**config.mk**
```make
export PLATFORM = sky130hd
export DESIGN_NAME = frame_rr_arbiter
export DESIGN_NICKNAME = d
export VERILOG_FILES = /design/src/rtl/frame_arb_pkg.sv /design/src/rtl/rr_pick.sv /design/src/rtl/frame_rr_arbiter.sv
export SDC_FILE = /design/constraint.sdc
export NUM_CORES = 1
export LEC_CHECK = 0
export ABC_AREA = 0
export BUFFER_PORTS_ARGS = -buffer_cell sky130_fd_sc_hd__buf_2
export CAP_MARGIN = 15
export CORE_MARGIN = 8
export CORE_UTILIZATION = 50
export CTS_CLUSTER_DIAMETER = 40
export DETAILED_ROUTE_END_ITERATION = 10
export GPL_TIMING_DRIVEN = 0
export PLACE_DENSITY = 0.82
export REMOVE_ABC_BUFFERS = 1
export SLEW_MARGIN = 20
export SYNTH_ARGS = -nofsm -noshare
export SYNTH_HDL_FRONTEND = slang
export SYNTH_HIERARCHICAL = 1
export SYNTH_SLANG_ARGS = --single-unit
```
**constraint.sdc**
```tcl
create_clock -name i_clk -period 3.36 [get_ports i_clk]
set_clock_uncertainty 0.15 [all_clocks]
set_input_delay 0.672 -clock i_clk [delete_from_list [all_inputs] [get_ports i_clk]]
set_output_delay 0.672 -clock i_clk [all_outputs]
set_load 0.02 [all_outputs]
```
**src/rtl/frame_arb_pkg.sv**
```systemverilog
// Shared types and helpers for frame-granular round-robin arbiters.
package frame_arb_pkg;

  typedef enum logic [1:0] {StIdle, StRead, StDrain} state_e;

  localparam int unsigned MaxReq = 16;

  function automatic int unsigned id_width(input int unsigned n);
    return (n > 1) ? $clog2(n) : 1;
  endfunction

  // First set bit of req searching upward from last+1, wrapping modulo n.
  function automatic logic [3:0] rr_next(input logic [MaxReq-1:0] req,
                                         input logic [3:0]        last,
                                         input int unsigned       n);
    logic [3:0]  pick;
    logic        found;
    int unsigned idx;
    pick  = '0;
    found = 1'b0;
    idx   = 0;
    for (int unsigned i = 1; i <= MaxReq; i++) begin
      if (i <= n) begin
        idx = (32'(last) + i) % n;
        if (!found && req[idx]) begin
          pick  = 4'(idx);
          found = 1'b1;
        end
      end
    end
    return pick;
  endfunction

endpackage

```
**src/rtl/rr_pick.sv**
```systemverilog
// Combinational round-robin picker: next requester after last_i, with wrap.
module rr_pick
  import frame_arb_pkg::*;
#(
  parameter int unsigned NumReq = 4,
  parameter int unsigned IdW    = id_width(NumReq)
) (
  input  logic [NumReq-1:0] req_i,
  input  logic [IdW-1:0]    last_i,
  output logic [IdW-1:0]    grant_o,
  output logic              any_o
);

  logic [MaxReq-1:0] req_ext;
  logic [3:0]        pick;

  assign req_ext = MaxReq'(req_i);
  assign pick    = rr_next(req_ext, 4'(last_i), NumReq);
  assign grant_o = IdW'(pick);
  assign any_o   = |req_i;

endmodule

```
**src/rtl/frame_rr_arbiter.sv**
```systemverilog
// Grants one upstream socket a whole frame at a time into a shared stage,
// round-robin among full sockets, gated on the downstream socket being empty.
module frame_rr_arbiter
  import frame_arb_pkg::*;
#(
  parameter int unsigned NUM_REQ    = 4,
  parameter int unsigned FRAME_SIZE = 4,
  parameter int unsigned DATA_WIDTH = 8,
  parameter int unsigned TIMEOUT    = 8
) (
  input  logic                            i_clk,
  input  logic                            i_rst,
  input  logic [NUM_REQ-1:0]              i_full,
  input  logic                            i_dst_empty,
  input  logic [NUM_REQ*DATA_WIDTH-1:0]   i_data,
  input  logic [NUM_REQ-1:0]              i_dv,
  output logic [NUM_REQ-1:0]              o_rd_en,
  output logic [DATA_WIDTH-1:0]           o_data,
  output logic                            o_dv,
  output logic [id_width(NUM_REQ)-1:0]    o_id,
  output logic                            o_busy,
  output logic                            o_err
);

  localparam int unsigned IdW   = id_width(NUM_REQ);
  localparam int unsigned CntW  = $clog2(FRAME_SIZE + 1);
  localparam int unsigned ToW   = $clog2(FRAME_SIZE + TIMEOUT + 1);
  localparam int unsigned Limit = FRAME_SIZE + TIMEOUT - 1;

  state_e                state_q, state_d;
  logic [IdW-1:0]        grant_q, grant_d, last_q, last_d, id_q, id_d, pick;
  logic                  any_req;
  logic [CntW-1:0]       rd_cnt_q, rd_cnt_d, rx_cnt_q, rx_cnt_d;
  logic [ToW-1:0]        to_cnt_q, to_cnt_d;
  logic [NUM_REQ-1:0]    rd_en_q, rd_en_d, grant_oh;
  logic [DATA_WIDTH-1:0] data_q, data_d;
  logic                  dv_q, dv_d, busy_q, busy_d, err_q, err_d;
  logic                  active, dv_own, stray;
  logic [DATA_WIDTH-1:0] words [NUM_REQ];

  for (genvar k = 0; k < NUM_REQ; k++) begin : g_words
    assign words[k] = i_data[k*DATA_WIDTH +: DATA_WIDTH];
  end

  rr_pick #(
    .NumReq (NUM_REQ),
    .IdW    (IdW)
  ) u_rr_pick (
    .req_i   (i_full),
    .last_i  (last_q),
    .grant_o (pick),
    .any_o   (any_req)
  );

  assign grant_oh = NUM_REQ'(1) << grant_q;
  assign active   = (state_q != StIdle);
  assign dv_own   = active && i_dv[grant_q];
  // Any valid not belonging to the current grant is dropped and flagged.
  assign stray    = active ? |(i_dv & ~grant_oh) : |i_dv;

  always_comb begin
    state_d  = state_q;
    grant_d  = grant_q;
    last_d   = last_q;
    rd_cnt_d = rd_cnt_q;
    rx_cnt_d = rx_cnt_q;
    to_cnt_d = to_cnt_q;
    rd_en_d  = '0;
    data_d   = data_q;
    dv_d     = 1'b0;
    id_d     = id_q;
    err_d    = err_q | stray;

    if (dv_own) begin
      data_d   = words[grant_q];
      dv_d     = 1'b1;
      id_d     = grant_q;
      rx_cnt_d = rx_cnt_q + CntW'(1);
    end

    unique case (state_q)
      StIdle: begin
        if (i_dst_empty && any_req) begin
          state_d  = StRead;
          grant_d  = pick;
          last_d   = pick;
          rd_en_d  = NUM_REQ'(1) << pick;
          rd_cnt_d = '0;
          rx_cnt_d = '0;
          to_cnt_d = '0;
        end
      end
      StRead: begin
        to_cnt_d = to_cnt_q + ToW'(1);
        if (rd_cnt_q == CntW'(FRAME_SIZE - 1)) begin
          state_d = StDrain;
        end else begin
          rd_en_d  = grant_oh;
          rd_cnt_d = rd_cnt_q + CntW'(1);
        end
      end
      StDrain: begin
        to_cnt_d = to_cnt_q + ToW'(1);
        if (rx_cnt_q >= CntW'(FRAME_SIZE)) begin
          state_d = StIdle;
        end else if (to_cnt_q >= ToW'(Limit)) begin
          state_d = StIdle;
          err_d   = 1'b1;
        end
      end
      default: state_d = StIdle;
    endcase

    busy_d = (state_d != StIdle);
  end

  always_ff @(posedge i_clk or posedge i_rst) begin
    if (i_rst) begin
      state_q  <= StIdle;
      grant_q  <= '0;
      last_q   <= IdW'(NUM_REQ - 1);
      rd_cnt_q <= '0;
      rx_cnt_q <= '0;
      to_cnt_q <= '0;
      rd_en_q  <= '0;
      data_q   <= '0;
      dv_q     <= 1'b0;
      id_q     <= '0;
      busy_q   <= 1'b0;
      err_q    <= 1'b0;
    end else begin
      state_q  <= state_d;
      grant_q  <= grant_d;
      last_q   <= last_d;
      rd_cnt_q <= rd_cnt_d;
      rx_cnt_q <= rx_cnt_d;
      to_cnt_q <= to_cnt_d;
      rd_en_q  <= rd_en_d;
      data_q   <= data_d;
      dv_q     <= dv_d;
      id_q     <= id_d;
      busy_q   <= busy_d;
      err_q    <= err_d;
    end
  end

  assign o_rd_en = rd_en_q;
  assign o_data  = data_q;
  assign o_dv    = dv_q;
  assign o_id    = id_q;
  assign o_busy  = busy_q;
  assign o_err   = err_q;

endmodule

```
After elaboration in Yosys (flattened, before gate mapping)
Index checks and enable logic that the tools add are counted.

storage, ports and cells
  output and inout port bits = 17
  register bits = 33
  logic and storage cells = 99
  input port bits = 43

cells by class
  reductions and logical operators = 20
  order comparisons = 8
  shift operators = 2
  add/sub/neg operators = 7
  multiplexer cells = 41
  eq/ne operators = 5
  bitwise gates (word level) = 4

operator list
  cell                 count
  $lt 2x5->1 const B   4
  $bmux 8 s2           1
  $mux 2               8
  $mux 8               2
  $pmux 4 s2           2
  $mux 3               5
  $mux 1               13
  $mux 4               3
  $reduce_or 4->1      3
  $bmux 1 s2           5
  $reduce_bool 2->1    4
  $shl 1x2->4 const A  2
  $add 3x1->3 const B  2
  $ge 3x3->1 const B   2
  $pmux 2 s3           1
  $pmux 3 s2           1
  $logic_and 1x1->1    5
  $add 2x1->2 const B  2
  $add 2x2->2 const B  2
  $add 4x1->4 const B  1
  $and 4x4->4          1
  $ge 4x4->1 const B   1
  $ne 2x2->1 const B   2
  $not 4->4            1
  11 further kinds     14

Logic depth before layout (Yosys ltp)
Gate-level depths: netlist (run 1).

  depth in word-level cells = 16
  depth in mapped cells = 7
  depth with buffers taken out = 5

Hierarchy
Netlist (run 1), hierarchy kept.

by module, submodules not included
  module            area an instance (um2)  cells an instance  seq. area each (um2)  times used
  frame_rr_arbiter  1858.0                  155                828.3                 1
  rr_pick           81.3                    14                 0.0                   1

Worst setup path after synthesis (run 1)
No wires, ideal clock.

  path kind = register to register
  start point = register state_q[0]
  end point = register data_q[0], in the netlist o_data[0]
  cell stages (with the launch flop) = 8
  setup time = 0.125 ns
  period minus slack after synthesis = 1.830 ns
  setup slack = 1.530 ns
  arrival time = 1.555 ns
  data required time = 3.085 ns
  path buffers = 2
  cell sequence = dfrtp_1 > inv_1 > ha_1 > buf_2 > nor2_1 > o2bb2ai_2 > buf_6 > mux2_4

on the way
  longest elaborated chain between the ends = 2

RTL lines
  item                    line                     text
  from (decl)             frame_rr_arbiter.sv:30   state_e state_q, state_d;
  from (signal assigned)  frame_rr_arbiter.sv:119  state_q <= StIdle;
  from (signal assigned)  frame_rr_arbiter.sv:132  state_q <= state_d;
  $reduce_bool 2->1       frame_rr_arbiter.sv:56   assign active = (state_q != StIdle);
  $logic_and 1x1->1       frame_rr_arbiter.sv:57   assign dv_own = active && i_dv[grant_q];
  to (signal assigned)    frame_rr_arbiter.sv:139  data_q <= data_d;
  to (decl)               frame_rr_arbiter.sv:36   logic [DATA_WIDTH-1:0] data_q, data_d;

Every way passes these cells.
A chain may end at the register's enable or synchronous reset.

Worst setup path in the final report (run 1)
  start point = register grant_q[0]
  end point = register data_q[5], in the netlist o_data[5]

on the way
  longest elaborated chain between the ends = 4
  elaborated cells between the ends (all ways) = 7
  those cells by class = 5 x mux; 1 x bitwise; 1 x reduce/logical

RTL lines
  item                                        line                     text
  from (decl)                                 frame_rr_arbiter.sv:31   logic [IdW-1:0] grant_q, grant_d, last_q, last_d, id_q, id_d, pick;
  from (signal assigned)                      frame_rr_arbiter.sv:133  grant_q <= grant_d;
  $not 2->3 (implied by the code)             frame_rr_arbiter.sv:75   data_d = words[grant_q];
  $bmux 8 s2                                  frame_rr_arbiter.sv:75
  $mux 8 (implied by the code) (2 in series)  frame_rr_arbiter.sv:75

Parallel ways exist; a longest one is shown, timed or not. The select of a mux whose other input is x is not followed.

==> results.json, run 1 <==
{
  "portBuffers": 59,
  "cts_root_buffer": "clkbuf_8",
  "cts-htree-levels": 2,
  "grt_max_degree": 34,
  "vias": 1536,
  "gp_routability_congestion": 0.790,
  "p_leak_nw": 1.10,
  "hold_buffers": 0,
  "hold_viol": 0,
  "drt_iter0_drc": 76,
  "setup_ws_ps": 978,
  "combinationalPowerShare_pct": 49.7,
  "grt_pass1_wl_um": 7230,
  "synth_xor_area_share_pct": 0,
  "setup_tns_ps": 0,
  "synthAdderAreaFrac_pct": 5.81,
  "critPathMaxFanout": 18,
  "synth_top_family_by_area": "multiplexers",
  "min_period_over_period_pct": 70.9,
  "initial_core_util_pct": 52.6,
  "power.density_nw_per_um2": 881,
  "drt_drc_violations_left": 0,
  "grt_usage_pct": 14.5,
  "synth_edf_count": 0,
  "cp-end-kind": "flop",
  "hold_path.class": "input pin to async pin",
  "p_seq_share_pct": 36.1,
  "synth_cell_types": 38,
  "ys_seq_area_share_pct": 42.7,
  "antenna_cells": 0,
  "die_x_um": 78.3,
  "r2r_end": "o_data[5]$_DFFE_PP0N_",
  "clock_sinks": 33,
  "ctsResizeCount": 0,
  "clockPowerShare_pct": 14.2,
  "status": "finished, final reports clean",
  "async_reset_ff_share_pct": 100,
  "yosys_warnings": 6,
  "cp-start-kind": "flop",
  "clock_latency_ps": 290,
  "die_h_um": 78.3,
  "slew_headroom_pct": 44.4,
  "p_sw_uw": 820,
  "slew_viol_final": 0,
  "post-place-ws_ps": 921,
  "ys_ff_latch": 33,
  "numCtsBuffers": 5,
  "synthMuxAreaShare_pct": 20.6,
  "antenna_found_initial": 0,
  "cts_max_path_buffers": 2,
  "slowest_stage": "dfrtp_1",
  "fp-row-count": 22,
  "reg2reg_slack_ps": 980,
  "synth_ff_type": "dfrtp_1",
  "clkTransAtPathRegs_ps": 70,
  "post_cts_buffers": 0,
  "wl_per_cell_um": 15.4,
  "drive_gt1_share_pct": 41.7,
  "nets": 279,
  "drv_cap": 0,
  "syn_area_um2": 1940,
  "synthSimpleGateAreaFrac_pct": 11.5,
  "avgViaCountPerCell": 5.57,
  "synth_cells": 169,
  "switching_share_pct": 40.2,
  "cp_data_arrival_time_ps": 2410,
  "ant_nets": 0,
  "cts_tree": "yes",
  "area_delta_synth_final_pct": 19.4,
  "crit_type": "flop to flop",
  "dr.pass1.iters": 4,
  "period_needed_ps": 2380,
  "dp_hpwl_um": 3280,
  "crit_required_ps": 3390,
  "grt_pass1_vias": 1557,
  "setup_viol": 0,
  "reg2reg_depth": 3,
  "cpPeakStageDelay_ps": 840,
  "wirelength_um": 4260,
  "worst_slew_pin_slew_ps": 830,
  "overflow": 0,
  "rr_startpoint": "grant_q[0]$_DFFE_PP0P_",
  "core_area_um2": 3690,
  "crit_path_cell_trace": "nand2b_1, o2bb2ai_2, mux2_2",
  "synth.avg_cell_area_um2": 11.5,
  "die-area_um2": 6130,
  "p_int_mw": 1.22,
  "clock.fmax_ghz": 0.420,
  "synth_compound_area_share_pct": 14.5,
  "rsz0062_at_grt": "false",
  "utilization_pct": 62.8,
  "peakVddDrop_mv": 0.491,
  "ios": 60
}
-- placed cells by master, fill, tap and decap left out, types with 5 or more instances in the layout --
master	count
dfrtp_1	31
ha_1	9
mux4_2	8
inv_1	8
o21ai_0	11
clkbuf_8	5
mux2_4	9
nand2_1	21
buf_2	59
nor2_1	7
-- power by group through the flow --
stage | logic [mW] | registers [mW] | clock network (mW)
detailed placement | 1.02 | 0.745 | 0
CTS | 1.03 | 0.740 | 0.296
global placement | 0.995 | 0.737 | 0
global route | 1.11 | 0.765 | 0.311
finish | 1.01 | 0.736 | 0.290
floorplan | 0.657 | 0.830 | 0
-- cells in the mapped netlist, types with 4 or more instances --
master	count	area (um2)
o32ai_1	4	35.0
nor2_1	7	26.3
a21oi_1	4	20.0
nand2b_1	4	25.0
mux2_2	4	45.0
mux4_2	8	180
nand3_1	4	20.0
o21ai_0	11	55.1
buf_6	4	45.0
inv_1	9	33.8
ha_1	9	113
nor2b_1	4	25.0
dfrtp_1	31	776
mux2i_1	4	40.0
mux2_4	9	135
nand2_1	21	78.8
-- kinds of logic after synthesis --
kind of cell               count (synthesis)
and+or+nand+nor                           47
AOI/OAI and AO/OA                         38
DFF                                       33
muxes                                     25
buffers and inverters                     17
adders and majority gates                  9
-- sequential cells by signal (all words and copies together), names as in the netlist, 2 cells and up --
signal	cells
o_rd_en	4
grant_q	2
o_data	8
state_q	2
rx_cnt_q	3
last_q	2
rd_cnt_q	3
o_id	2
to_cnt_q	4
-- worst max path at each step --
| stage | start | to | slack (ps) | cells after the start |
|---|---|---|---|---|
| finish | grant_q[0]$_DFFE_PP0P_ | o_data[5]$_DFFE_PP0N_ | 980 | 3 |
| global route | grant_q[0]$_DFFE_PP0P_ | o_data[4]$_DFFE_PP0N_ | 760 | 3 |
| CTS | grant_q[0]$_DFFE_PP0P_ | o_data[5]$_DFFE_PP0N_ | 920 | 3 |
| detailed placement | grant_q[0]$_DFFE_PP0P_ | o_data[5]$_DFFE_PP0N_ | 920 | 3 |
| global placement | grant_q[0]$_DFFE_PP0P_ | o_data[5]$_DFFE_PP0N_ | 950 | 3 |
| floorplan | state_q[0]$_DFF_PP0_ | o_data[4]$_DFFE_PP0N_ | 1250 | 5 |
-- final cells by class --
class	instances	area, um2
fill	288	1370
multi-input combinational	119	1020
sequential	33	828
timing repair buffer	59	295
clock buffer	6	72.6
tap	48	60.1
inverter	9	33.8
clock inverter	2	10.0
-- metal layers --
metal / global-route usage, % / share of wire, %
met5: 0 / 0
met2: 22.9 / 45
met4: 6.85 / 1.9
met3: 5.47 / 9.3
met1: 17.1 / 44
-- critical path: cells and delay by family, from the launching register on --
family	cells	cell delay, ps
compound gates	1	690
flops	1	840
mux	1	410
simple gates	1	180
-- stage by stage --
stage,power (mW),instances,hold slack [ps],area [um2]
2_1_floorplan,1.49,161,299,1880
3_3_place_gp,1.73,268,310,2230
3_5_place_dp,1.77,268,312,2230
4_1_cts,2.06,276,331,2320
5_1_grt,2.19,276,356,2320
6_report,2.04,276,323,2320
(Power assumes the default switching activity.)
==> inputs of run 2 (changes only) <==
--- a/config.mk
+++ b/config.mk
@@ -9,11 +9,11 @@
 export BUFFER_PORTS_ARGS = -buffer_cell sky130_fd_sc_hd__buf_2
 export CAP_MARGIN = 15
 export CORE_MARGIN = 8
-export CORE_UTILIZATION = 50
+export CORE_UTILIZATION = 46
 export CTS_CLUSTER_DIAMETER = 40
 export DETAILED_ROUTE_END_ITERATION = 10
 export GPL_TIMING_DRIVEN = 0
-export PLACE_DENSITY = 0.82
+export PLACE_DENSITY = 0.8
 export REMOVE_ABC_BUFFERS = 1
 export SLEW_MARGIN = 20
 export SYNTH_ARGS = -nofsm -noshare
==> constraint.sdc (replaced) <==
create_clock -name i_clk -period 2 [get_ports i_clk]
set_clock_uncertainty 0.15 [all_clocks]
set_input_delay 0.4 -clock i_clk [delete_from_list [all_inputs] [get_ports i_clk]]
set_output_delay 0.4 -clock i_clk [all_outputs]
set_load 0.02 [all_outputs]
==> results.json, run 2 (synthesized netlist as in run 1, its figures left out) <==
{
  "cp_data_arrival_time_ps": 1910,
  "power.density_nw_per_um2": 1490,
  "slew_viol_final": 0,
  "nets": 281,
  "grt_pass1_wl_um": 6940,
  "area_delta_synth_final_pct": 22.3,
  "die_h_um": 80.9,
  "p_seq_share_pct": 35.3,
  "drt_iter0_drc": 33,
  "avgViaCountPerCell": 5.58,
  "grt_pass1_vias": 1560,
  "initial_core_util_pct": 48.1,
  "cts_root_buffer": "clkbuf_8",
  "final_common_cell": "buf_2",
  "wirelength_um": 4460,
  "drive_gt1_share_pct": 43.5,
  "peakVddDrop_mv": 0.603,
  "crit_type": "flop to flop",
  "antenna_found_initial": 0,
  "min_period_over_period_pct": 94.9,
  "overflow": 0,
  "critPathMaxFanout": 12,
  "drt_drc_violations_left": 0,
  "p_leak_nw": 1.12,
  "ant_nets": 0,
  "largest_reg_flops": 8,
  "grt_max_degree": 34,
  "ios": 60,
  "worst_slew_pin_slew_ps": 666,
  "clkTransAtPathRegs_ps": 60,
  "clock_sinks": 33,
  "post-place-ws_ps": -458,
  "cts-htree-levels": 2,
  "cts_tree": "yes",
  "hold_viol": 0,
  "drv_cap": 0,
  "setup_tns_ps": 0,
  "numCtsBuffers": 5,
  "period_needed_ps": 1900,
  "dp_hpwl_um": 3460,
  "grt_usage_pct": 13.7,
  "wl_per_cell_um": 15.9,
  "clock_latency_ps": 280,
  "combinationalPowerShare_pct": 51.4,
  "dr.pass1.iters": 4,
  "cts_max_path_buffers": 2,
  "portBuffers": 59,
  "switching_share_pct": 39.8,
  "rsz0062_at_grt": "false",
  "core_area_um2": 4030,
  "p_int_mw": 2.13,
  "die-area_um2": 6550,
  "cp-end-kind": "flop",
  "status": "finished, final reports clean",
  "setup_viol": 0,
  "p_sw_mw": 1.41,
  "hold_path.class": "input pin to async pin",
  "hold_buffers": 0,
  "gp_routability_congestion": 0.854,
  "clock.fmax_ghz": 0.527,
  "crit_required_ps": 2020,
  "antenna_cells": 0,
  "setup_ws_ps": 102,
  "cp-start-kind": "flop",
  "die_x_um": 80.9,
  "fp-row-count": 23,
  "clockPowerShare_pct": 13.3,
  "vias": 1562,
  "layout_common_cells": "59 x buf_2, 29 x dfrtp_1, 21 x nand2_1",
  "slew_headroom_pct": 55.5
}
-- run 2: cell type report --
| class | count | area (um2) |
|---|---|---|
| clock buffers | 6 | 72.6 |
| clock inverters | 2 | 10.0 |
| fillers | 333 | 1660 |
| inverters | 9 | 33.8 |
| multi-input cells | 119 | 1040 |
| flip-flops and latches | 33 | 831 |
| well taps | 50 | 62.6 |
| repair buffers | 61 | 323 |
-- run 2: timing repair --
action,4_1_cts,5_1_grt
endpoints found under the setup margin,13,12
cloned,0,0
pin swaps,1,0
gates resized for setup,4,1
setup buffers,2,0
-- run 2: worst paths after layout --
path                                            start                      to  slack (ps)  cells after the start
min in group i_clk                            i_dv[2]         o_err$_DFF_PP0_         250                      3
worst max-delay path             state_q[0]$_DFF_PP0_   o_data[7]$_DFFE_PP0N_         100                      6
worst min register to register  rx_cnt_q[2]$_DFF_PP0_   rx_cnt_q[2]$_DFF_PP0_         330                      1
worst max register to register   state_q[0]$_DFF_PP0_   o_data[7]$_DFFE_PP0N_         100                      6
worst min-delay path                            i_rst    o_rd_en[3]$_DFF_PP0_          60                      2
max in group asynchronous                       i_rst  grant_q[0]$_DFFE_PP0P_        1170                      2
-- run 2: power by group through the flow --
stage          clock network, mW  logic (mW)  registers, mW
2_1_floorplan                  0        1.10           1.39
3_3_place_gp                   0        1.67           1.24
3_5_place_dp                   0        1.72           1.26
4_1_cts                    0.487        1.83           1.25
5_1_grt                    0.517        1.99           1.30
6_report                   0.472        1.82           1.25
-- run 2: worst max-delay path, cell delays in order, from the launching register on --
cell	delay [ps]
dfrtp_1	400
inv_1	90
ha_2	260
nand2b_1	210
o2bb2ai_4	200
buf_12	160
mux2_4	300
-- run 2: stage by stage --
stage          instances  power [mW]  utilization (%)  hold slack (ps)  instance area, um2
4_1_cts              280        3.56             58.8             78.0                2370
5_1_grt              280        3.81             58.9              104                2370
2_1_floorplan        161        2.50                -              299                1880
3_5_place_dp         270        2.98             55.5              319                2240
3_3_place_gp         270        2.91             55.5              319                2240
6_report             280        3.54             58.9             58.3                2370
-- run 2: routing by layer --
layer | routed length (um) | GRT usage, % | part of all wire (%)
met1 | 1710 | 14.3 | 38
met2 | 2130 | 23.9 | 48
met3 | 583 | 6.40 | 13
met4 | 29 | 4.29 | 0.65
met5 | 0 | 0 | 0
==> inputs of run 3 (changes only) <==
--- a/config.mk
+++ b/config.mk
@@ -8,6 +8,7 @@
 export ABC_AREA = 0
 export BUFFER_PORTS_ARGS = -buffer_cell sky130_fd_sc_hd__buf_2
 export CAP_MARGIN = 15
+export CORE_ASPECT_RATIO = 1.4
 export CORE_MARGIN = 8
 export CORE_UTILIZATION = 46
 export CTS_CLUSTER_DIAMETER = 40
==> results.json, run 3 (synthesized netlist as in run 1, its figures left out) <==
{
  "ios": 60,
  "gp_routability_congestion": 0.796,
  "die-area_um2": 6580,
  "rsz0062_at_grt": "false",
  "cts_max_path_buffers": 2,
  "hold_viol": 0,
  "avgViaCountPerCell": 5.58,
  "p_leak_nw": 1.12,
  "dpl_cell_area_um2": 2230,
  "slew_viol_final": 0,
  "worst_slew_pin_slew_ps": 666,
  "grt_max_degree": 34,
  "p_seq_share_pct": 34.9,
  "cts-htree-levels": 2,
  "p_sw_mw": 1.43,
  "drt_drc_violations_left": 0,
  "status": "finished, final reports clean",
  "switching_share_pct": 39.9,
  "cts_tree": "yes",
  "post-place-ws_ps": -462,
  "critPathMaxFanout": 12,
  "numCtsBuffers": 5,
  "hold_path.class": "input pin to async pin",
  "grt_pass1_wl_um": 7050,
  "overflow": 0,
  "portBuffers": 59,
  "reg2reg_depth": 6,
  "fp-row-count": 28,
  "largest_reg_flops": 8,
  "hold_slack_ps": 58.9,
  "ant_nets": 0,
  "cts_root_buffer": "clkbuf_8",
  "die_h_um": 92.8,
  "initial_core_util_pct": 46.9,
  "dp_hpwl_um": 3300,
  "r2r_end": "o_data[2]$_DFFE_PP0N_",
  "grt_pass1_vias": 1573,
  "cp_data_arrival_time_ps": 1920,
  "clock.fmax_ghz": 0.525,
  "fin_area_um2": 2380,
  "grt_usage_pct": 13.5,
  "reg2reg_slack_ps": 90,
  "core_area_um2": 4130,
  "setup_tns_ps": 0,
  "wirelength_um": 4370,
  "final_common_cell": "buf_2",
  "layout_common_cells": "59 x buf_2, 29 x dfrtp_1, 21 x nand2_1",
  "wl_per_cell_um": 15.8,
  "crit_required_ps": 2020,
  "antenna_found_initial": 0,
  "cp-end-kind": "flop",
  "crit_type": "flop to flop",
  "power.density_nw_per_um2": 1500,
  "hold_buffers": 0,
  "peakVddDrop_mv": 0.695,
  "dr.pass1.iters": 4,
  "die_x_um": 70.9,
  "drv_cap": 0,
  "p_int_mw": 2.15,
  "clkTransAtPathRegs_ps": 70,
  "instances_no_fill": 276,
  "antenna_cells": 0,
  "setup_ws_ps": 94.0,
  "dp.cells": 265,
  "drive_gt1_share_pct": 44.2,
  "clock_latency_ps": 290,
  "clock_sinks": 33,
  "drt_iter0_drc": 34,
  "cp-start-kind": "flop",
  "min_period_over_period_pct": 95.3,
  "clockPowerShare_pct": 13.6,
  "setup_viol": 0,
  "period_needed_ps": 1910,
  "rr_startpoint": "state_q[0]$_DFF_PP0_",
  "area_delta_synth_final_pct": 22.5,
  "combinationalPowerShare_pct": 51.5,
  "nets": 282,
  "vias": 1540,
  "slew_headroom_pct": 55.5
}
run 3: cell count changes in the layout (fill, tap and decap cells not counted), sizes merged:
cell	change
buf	+1
run 3: metal layers:
layer  GRT usage [%]  wire [um]  vias to the layer above
li1                -          -                      740
met4            5.40         62                        0
met5               0          0                        -
met3            5.84        344                        7
met2            24.3       2250                       55
met1            13.3       1710                      738
run 3: worst max-delay path: stages (launching register included):
cell       delay [ps]
dfrtp_1           390
inv_1              80
ha_2              260
nand2b_1          210
o2bb2ai_4         220
buf_12            170
mux2_4            300
run 3: how the worst max path moves through the flow:
stage,end,slack [ps],startpoint
finish,o_data[2]$_DFFE_PP0N_,90,state_q[0]$_DFF_PP0_
floorplan,o_data[4]$_DFFE_PP0N_,-110,state_q[0]$_DFF_PP0_
detailed placement,o_data[4]$_DFFE_PP0N_,-460,grant_q[0]$_DFFE_PP0P_
global route,o_data[0]$_DFFE_PP0N_,10,state_q[0]$_DFF_PP0_
global placement,o_data[4]$_DFFE_PP0N_,-440,grant_q[0]$_DFFE_PP0P_
CTS,o_data[2]$_DFFE_PP0N_,80,state_q[0]$_DFF_PP0_
run 3: metrics by stage:
step	power, mW	util (%)
after floorplan	2.50	-
after global placement	2.91	53.9
after detailed placement	2.97	53.9
after CTS	3.58	57.2
after global routing	3.82	57.5
final	3.57	57.5
run 3: repair_timing:
action / in CTS / in global routing
buffers inserted: 3 / 0
pin swaps: 1 / 1
hold endpoints to repair: 0 / 0
endpoints found under the setup margin: 13 / 8
gates resized for setup: 4 / 2
run 3: area by class of cell:
cell class	instances	area [um2]
Clock inverter	2	10.0
Clock buffer	6	72.6
Inverter	9	33.8
Sequential cell	33	831
Timing Repair Buffer	62	330
Fill cell	366	1760
Multi-Input combinational cell	119	1040
Tap cell	45	56.3
run 3: power by group through the flow:
stage	Combinational (mW)	Clock (mW)	Sequential (mW)
final	1.84	0.486	1.25
after global routing	1.99	0.529	1.29
after CTS	1.83	0.494	1.25
after detailed placement	1.71	0	1.25
after global placement	1.67	0	1.24
after floorplan	1.10	0	1.39
